==> src/rtl/dmem_arb_pkg.sv <==
// Shared constants for the data-memory arbiter: FSM state encoding and the
// default data-memory depth, which the pipeline top reuses.
// Latency: n/a (definitions only). Backpressure: n/a.
package dmem_arb_pkg;

   // Number of words in the data memory; addresses at or above this are errors.
   localparam int DMEM_DEPTH = 8;

   typedef enum logic [1:0] {
      IDLE  = 2'd0,
      ISSUE = 2'd1,
      RESP  = 2'd2
   } arb_state_e;

endpackage

==> src/rtl/rr_arbiter2.sv <==
// Purpose: combinational two-way round-robin grant.
// Latency: 0 cycles (pure combinational).
// Backpressure: none; caller qualifies the grants with its own state.
// Ports:
//   valid0_i, valid1_i : request present on port 0 / port 1
//   last_i             : port that won the previous acceptance
//   grant0_o, grant1_o : one-hot (or zero) grant
//   winner_o           : index of the granted port (meaningful when a grant is set)
module rr_arbiter2 (
   input  logic valid0_i,
   input  logic valid1_i,
   input  logic last_i,
   output logic grant0_o,
   output logic grant1_o,
   output logic winner_o
);

   // On a tie the port that did not win last time gets the grant.
   always_comb begin
      grant0_o = valid0_i & (~valid1_i | last_i);
      grant1_o = valid1_i & (~valid0_i | ~last_i);
      winner_o = grant1_o;
   end

endmodule

==> src/rtl/dmem_arbiter.sv <==
// Purpose: shares the data memory's single async read/write port between the
//          MEM stage (port 0) and the debug/loader port (port 1).
// Latency: accept -> rsp_valid in 2 cycles; one access per 3 cycles at best.
// Backpressure: only the granted port sees ready, and only in IDLE; others wait.
// Ports:
//   clk, reset                 : clock, async active-high reset
//   pN_req_*                   : valid/ready request (we, word addr, wdata)
//   pN_rsp_*                   : one-cycle registered response (rdata, err)
//   mem_*                      : registered memory controls, mem_read_data is async
module dmem_arbiter
   import dmem_arb_pkg::*;
#(
   parameter int DATA_W = 32,
   parameter int ADDR_W = 32,
   parameter int DEPTH  = DMEM_DEPTH
) (
   input  logic              clk,
   input  logic              reset,
   input  logic              p0_req_valid,
   output logic              p0_req_ready,
   input  logic              p0_req_we,
   input  logic [ADDR_W-1:0] p0_req_addr,
   input  logic [DATA_W-1:0] p0_req_wdata,
   output logic              p0_rsp_valid,
   output logic [DATA_W-1:0] p0_rsp_rdata,
   output logic              p0_rsp_err,
   input  logic              p1_req_valid,
   output logic              p1_req_ready,
   input  logic              p1_req_we,
   input  logic [ADDR_W-1:0] p1_req_addr,
   input  logic [DATA_W-1:0] p1_req_wdata,
   output logic              p1_rsp_valid,
   output logic [DATA_W-1:0] p1_rsp_rdata,
   output logic              p1_rsp_err,
   output logic              mem_read_enable,
   output logic              mem_write_enable,
   output logic [ADDR_W-1:0] mem_address,
   output logic [DATA_W-1:0] mem_write_data,
   input  logic [DATA_W-1:0] mem_read_data
);

   localparam logic [ADDR_W-1:0] DEPTH_A = ADDR_W'(DEPTH);

   arb_state_e state_q, state_d;

   // Round-robin pointer; resets to 1 so port 0 wins the first tie.
   logic last_q, last_d;

   // Latched request. addr/wdata double as mem_address/mem_write_data so the
   // memory sees them change only at acceptance and hold otherwise.
   logic              we_q, we_d;
   logic              winner_q, winner_d;
   logic              err_q, err_d;
   logic [ADDR_W-1:0] addr_q, addr_d;
   logic [DATA_W-1:0] wdata_q, wdata_d;

   logic mem_re_q, mem_re_d;
   logic mem_we_q, mem_we_d;

   logic [1:0]        rsp_vld_q, rsp_vld_d;
   logic [1:0]        rsp_err_q, rsp_err_d;
   logic [DATA_W-1:0] rsp0_rdata_q, rsp0_rdata_d;
   logic [DATA_W-1:0] rsp1_rdata_q, rsp1_rdata_d;

   logic              grant0, grant1, winner;
   logic              accept, issue;
   logic              req_we;
   logic [ADDR_W-1:0] req_addr;
   logic [DATA_W-1:0] req_wdata;
   logic              req_in_range;
   logic [DATA_W-1:0] rd_capture;

   rr_arbiter2 u_rr (
      .valid0_i (p0_req_valid),
      .valid1_i (p1_req_valid),
      .last_i   (last_q),
      .grant0_o (grant0),
      .grant1_o (grant1),
      .winner_o (winner)
   );

   // ---------------- FSM: state register ----------------
   always_ff @(posedge clk or posedge reset) begin
      if (reset) state_q <= IDLE;
      else       state_q <= state_d;
   end

   // ---------------- FSM: next state ----------------
   always_comb begin
      state_d = state_q;
      case (state_q)
         IDLE:    if (accept) state_d = ISSUE;
         ISSUE:   state_d = RESP;
         RESP:    state_d = IDLE;
         default: state_d = IDLE;
      endcase
   end

   // ---------------- FSM: outputs ----------------
   always_comb begin
      p0_req_ready = (state_q == IDLE) & grant0;
      p1_req_ready = (state_q == IDLE) & grant1;
      accept       = p0_req_ready | p1_req_ready;
      issue        = (state_q == ISSUE);
   end

   // ---------------- Datapath next state ----------------
   always_comb begin
      req_we       = winner ? p1_req_we    : p0_req_we;
      req_addr     = winner ? p1_req_addr  : p0_req_addr;
      req_wdata    = winner ? p1_req_wdata : p0_req_wdata;
      req_in_range = (req_addr < DEPTH_A);

      last_d   = accept ? winner       : last_q;
      we_d     = accept ? req_we       : we_q;
      winner_d = accept ? winner       : winner_q;
      err_d    = accept ? ~req_in_range : err_q;
      addr_d   = accept ? req_addr     : addr_q;
      wdata_d  = accept ? req_wdata    : wdata_q;

      // Enables rise with the address at acceptance and fall one edge later,
      // so they are high for the ISSUE cycle only.
      mem_re_d = accept & req_in_range & ~req_we;
      mem_we_d = accept & req_in_range &  req_we;

      // Only in-range reads return memory data; writes and errors return 0.
      rd_capture = (~we_q & ~err_q) ? mem_read_data : '0;

      rsp_vld_d[0] = issue & ~winner_q;
      rsp_vld_d[1] = issue &  winner_q;
      rsp_err_d[0] = rsp_vld_d[0] & err_q;
      rsp_err_d[1] = rsp_vld_d[1] & err_q;
      rsp0_rdata_d = rsp_vld_d[0] ? rd_capture : '0;
      rsp1_rdata_d = rsp_vld_d[1] ? rd_capture : '0;
   end

   // ---------------- Datapath registers ----------------
   always_ff @(posedge clk or posedge reset) begin
      if (reset) begin
         last_q       <= 1'b1;
         we_q         <= 1'b0;
         winner_q     <= 1'b0;
         err_q        <= 1'b0;
         addr_q       <= '0;
         wdata_q      <= '0;
         mem_re_q     <= 1'b0;
         mem_we_q     <= 1'b0;
         rsp_vld_q    <= '0;
         rsp_err_q    <= '0;
         rsp0_rdata_q <= '0;
         rsp1_rdata_q <= '0;
      end else begin
         last_q       <= last_d;
         we_q         <= we_d;
         winner_q     <= winner_d;
         err_q        <= err_d;
         addr_q       <= addr_d;
         wdata_q      <= wdata_d;
         mem_re_q     <= mem_re_d;
         mem_we_q     <= mem_we_d;
         rsp_vld_q    <= rsp_vld_d;
         rsp_err_q    <= rsp_err_d;
         rsp0_rdata_q <= rsp0_rdata_d;
         rsp1_rdata_q <= rsp1_rdata_d;
      end
   end

   always_comb begin
      mem_read_enable  = mem_re_q;
      mem_write_enable = mem_we_q;
      mem_address      = addr_q;
      mem_write_data   = wdata_q;
      p0_rsp_valid     = rsp_vld_q[0];
      p1_rsp_valid     = rsp_vld_q[1];
      p0_rsp_err       = rsp_err_q[0];
      p1_rsp_err       = rsp_err_q[1];
      p0_rsp_rdata     = rsp0_rdata_q;
      p1_rsp_rdata     = rsp1_rdata_q;
   end

endmodule

==> config.mk <==
export PLATFORM = sky130hd
export DESIGN_NAME = dmem_arbiter
export DESIGN_NICKNAME = d
export VERILOG_FILES = /design/src/rtl/dmem_arb_pkg.sv /design/src/rtl/rr_arbiter2.sv /design/src/rtl/dmem_arbiter.sv
export SDC_FILE = /design/constraint.sdc
export NUM_CORES = 1
export LEC_CHECK = 0
export CORE_MARGIN = 4
export CORE_UTILIZATION = 35
export CTS_CLUSTER_DIAMETER = 40
export DETAILED_ROUTE_END_ITERATION = 8
export DONT_BUFFER_PORTS = 1
export MAX_ROUTING_LAYER = met4
export PLACE_DENSITY = 0.5
export SYNTH_ARGS = -nofsm -noshare
export SYNTH_HDL_FRONTEND = slang
export SYNTH_HIERARCHICAL = 1
export SYNTH_SLANG_ARGS = --single-unit
==> constraint.sdc <==
create_clock -name clk -period 8 [get_ports clk]
set_clock_uncertainty 0.15 [all_clocks]
set_input_delay 1.6 -clock clk [delete_from_list [all_inputs] [get_ports clk]]
set_output_delay 1.6 -clock clk [all_outputs]
set_load 0.05 [all_outputs]
==> metrics.md <==
| Metric | Value |
|---|---|
| VDD IR max | `0.164 mV` |
| Hold Buf Count CTS | `0` |
| Initial antenna violation count | `0` |
| RR Startpoint | `last_q` |
| Worst R2R Setup Slack | `4.62 ns` |
| Clk slew on worst S/H paths | `0.06 ns` |
| Post-synthesis compound-gate area fraction | `6.85%` |
| GRT overflow | `0` |
| Post-route cell area | `6390 µm²` |
| Leakage Power | `3.08 nW` |
| Max Slew Vio Count | `0` |
| Hold EP | `state_q[1]` |
| Number of iterations in the first detailed-routing pass | `4` |
| Worst Path Arrival | `2.84 ns` |
| CP Launch Type | `primary input` |
| First-pass GRT wire length | `23.0 mm` |
| CP Buf/Inv Count | `0` |
| Routed WL | `15.9 mm` |
| Post-Synth XOR/XNOR Area | `0%` |
| PD cells | `455 nW/µm²` |
| Endpoint type of the worst setup path | `output port` |
| Crit path max fanout | `19` |
| Drt wl/cell | `22.7 µm` |
| Sequential area share after synthesis | `62.7%` |
| Total clock sinks | `140` |
| Fmax | `218 MHz` |
| Synth warn | `6` |
| Top Ports | `302` |
| Die Y | `134 µm` |
| Critical path type | `in2out` |
| Post-DP Area | `5760 µm²` |
| Antenna Nets Post-Route | `0` |
| Cts repair resizes | `0` |
| Share of cells above drive strength 1 | `9.45%` |
| Post-synthesis adder-cell area fraction | `0%` |
| CP max stage delay | `0.66 ns` |
| Clk Latency, worst-skew pair | `0.40 ns` |
| Cells after Synth | `487` |
| CTS H-tree lvls | `4` |
| Slew HR | `27.3%` |
| Post-synthesis mux area share | `11.9%` |
| Area delta synth->final | `14.4%` |
| Worst r2r path cells | `6` |
| Hold Path Class | `reg2reg` |
| Drc violations | `0` |
| Max Cap Viol | `0` |
| Post CTS Setup Buffer Count | `0` |
| Worst r2r dst | `mem_read_enable` |
| DR iter-0 viols | `237` |
| Dpl hpwl | `11.6 mm` |
| Setup violators final | `0` |
| Post-DR vias/cell | `5.21` |
| Yosys reg bits | `140` |
| Hold WS | `0.320 ns` |
| Critical Path RT | `6.25 ns` |
| Dominant delay contributor by cell family on the critical path | `compound AO/OA/AOI/OAI gates` |
| Max Root-Sink Buffers | `2` |
| Distinct cells, synth | `27` |
| Setup TNS | `0 ns` |
| Total Power | `2.91 mW` |
| Status | `complete, no violations` |
| Root buf cell | `clkbuf_16` |
| Die X | `134 µm` |
| Filler cell count | `1510` |
| Worst Max-Slew Pin Slew | `1.09 ns` |
| Final Cycle Share | `57.3%` |
| CP Cell Sequence | `a21boi_4, and2_1` |
| Port Buf Inserts | `0` |
| Initial core utilization | `36.2%` |
| Critical path origin | `p1_req_valid` |
| Final Wtd Congestion | `0.776` |
| Post-Synth Simple-Gate Area | `15.6%` |
| Hold path cells | `1` |
| CTS tree | `done` |
| Die ar. | `18000 µm²` |
| Largest net degree at the start of global routing | `75` |
| Hold Crit Start | `state_q[1]` |
| Largest family of logic cells by synthesized area | `simple AND/OR/NAND/NOR gates` |
| Critical path's slowest cell | `a21boi_4` |
| TritonCTS Buffers | `17` |
| Netlist Area Pre-Place | `5590 µm²` |
| Mean Syn Cell Area | `11.5 µm²` |
| Via count | `3641` |
| Total core area | `15400 µm²` |
| Vias in the first global route | `3776` |
| Tmin final | `4.59 ns` |
| Final Hold Vio Count | `0` |
| Unrepaired setup endpoints after global routing | `no` |
| Total GRT Usage | `17.5%` |
| # rows | `45` |
| Nets | `640` |
| Syn Nets | `653` |
cell usage in the layout (no fill, tap or decap), types with 3 or more instances in the layout:
master,n
nor4_1,11
buf_4,4
mux2i_1,65
clkbuf_16,17
dfrtp_1,139
and3_1,66
clkinv_4,3
bufinv_16,3
or2_2,3
a21oi_1,65
inv_6,4
and2_1,4
nand4_1,5
nor2_1,69
inv_1,4
clkinvlp_4,4
registers in the layout, indices dropped and copies added, names as in the netlist:
| register | cells |
|---|---|
| rsp_vld_q | 2 |
| winner_q | 1 |
| state_q | 2 |
| mem_write_enable | 1 |
| err_q | 1 |
| mem_write_data | 32 |
| mem_address | 32 |
| rsp_err_q | 2 |
| p0_rsp_rdata | 32 |
| last_q | 1 |
| mem_read_enable | 1 |
| we_q | 1 |
| p1_rsp_rdata | 32 |
logic make-up (layout without fill, tap and decap cells):
family,after synthesis,count (layout)
other,0,1
AO/OA/AOI/OAI,73,73
AND/OR/NAND/NOR,167,167
flip-flops,140,140
buffers and inverters,41,41
multiplexers,66,66
how the worst max path moves through the flow:
stage	to	slack (ns)	cells past startpoint
after floorplan	err_q	2.50	1
after global placement	p1_req_ready	3.44	2
after detailed placement	p1_req_ready	3.41	2
after CTS	p1_req_ready	3.41	2
after global routing	p1_req_ready	3.39	2
final	p1_req_ready	3.41	2
through the flow:
step | utilization (%) | setup WS (ns) | cells
after floorplan | - | 2.50 | 487
after global placement | 37.3 | 3.44 | 666
after detailed placement | 37.3 | 3.41 | 666
after CTS | 41.4 | 3.41 | 698
after global routing | 41.4 | 3.39 | 698
final | 41.4 | 3.41 | 699
layer usage:
| layer | track usage [%] | vias up | part of all wire, % |
|---|---|---|---|
| met5 | - | - | 0 |
| met4 | 4.58 | 0 | 0.62 |
| met3 | 7.43 | 8 | 10 |
| met2 | 28.1 | 188 | 50 |
| met1 | 20.2 | 1774 | 39 |
| li1 | - | 1671 | - |
cell type report:
class	instances	area (µm²)	area share, %
Inverter	5	23.8	0.372
Tap cell	211	264	4.13
Antenna cell	1	2.50	0.0392
Clock buffer	18	439	6.88
Clock inverter	14	184	2.88
Sequential cell	140	3500	54.9
Multi-Input combinational cell	306	1940	30.4
Timing Repair Buffer	4	30.0	0.470
power breakdown:
part,internal [mW],total (mW),switching [mW]
combinational,0.157,0.473,0.316
clock,0.505,0.819,0.314
sequential,0.880,1.61,0.734
total,1.54,2.91,1.36
Yosys cell counts:
master,n,share of area [%]
a211oi_1,2,0.27
a21boi_0,1,0.13
a21boi_1,1,0.13
a21oi_1,65,5.8
and2_1,5,0.56
and3_1,66,7.4
buf_1,7,0.47
buf_2,4,0.36
buf_4,1,0.13
clkbuf_1,24,1.6
dfrtp_1,139,62
dfstp_2,1,0.47
inv_1,5,0.34
mux2_2,1,0.20
mux2i_1,65,12
nand2_1,1,0.067
nand3_1,1,0.090
nand4_1,5,0.56
nor2_1,70,4.7
nor2b_1,1,0.11
nor4_1,11,1.2
o21ai_0,2,0.18
o22a_1,2,0.31
or2_2,3,0.34
or3_1,1,0.11
or4_1,2,0.27
or4_4,1,0.20
(Power assumes the default switching activity.)
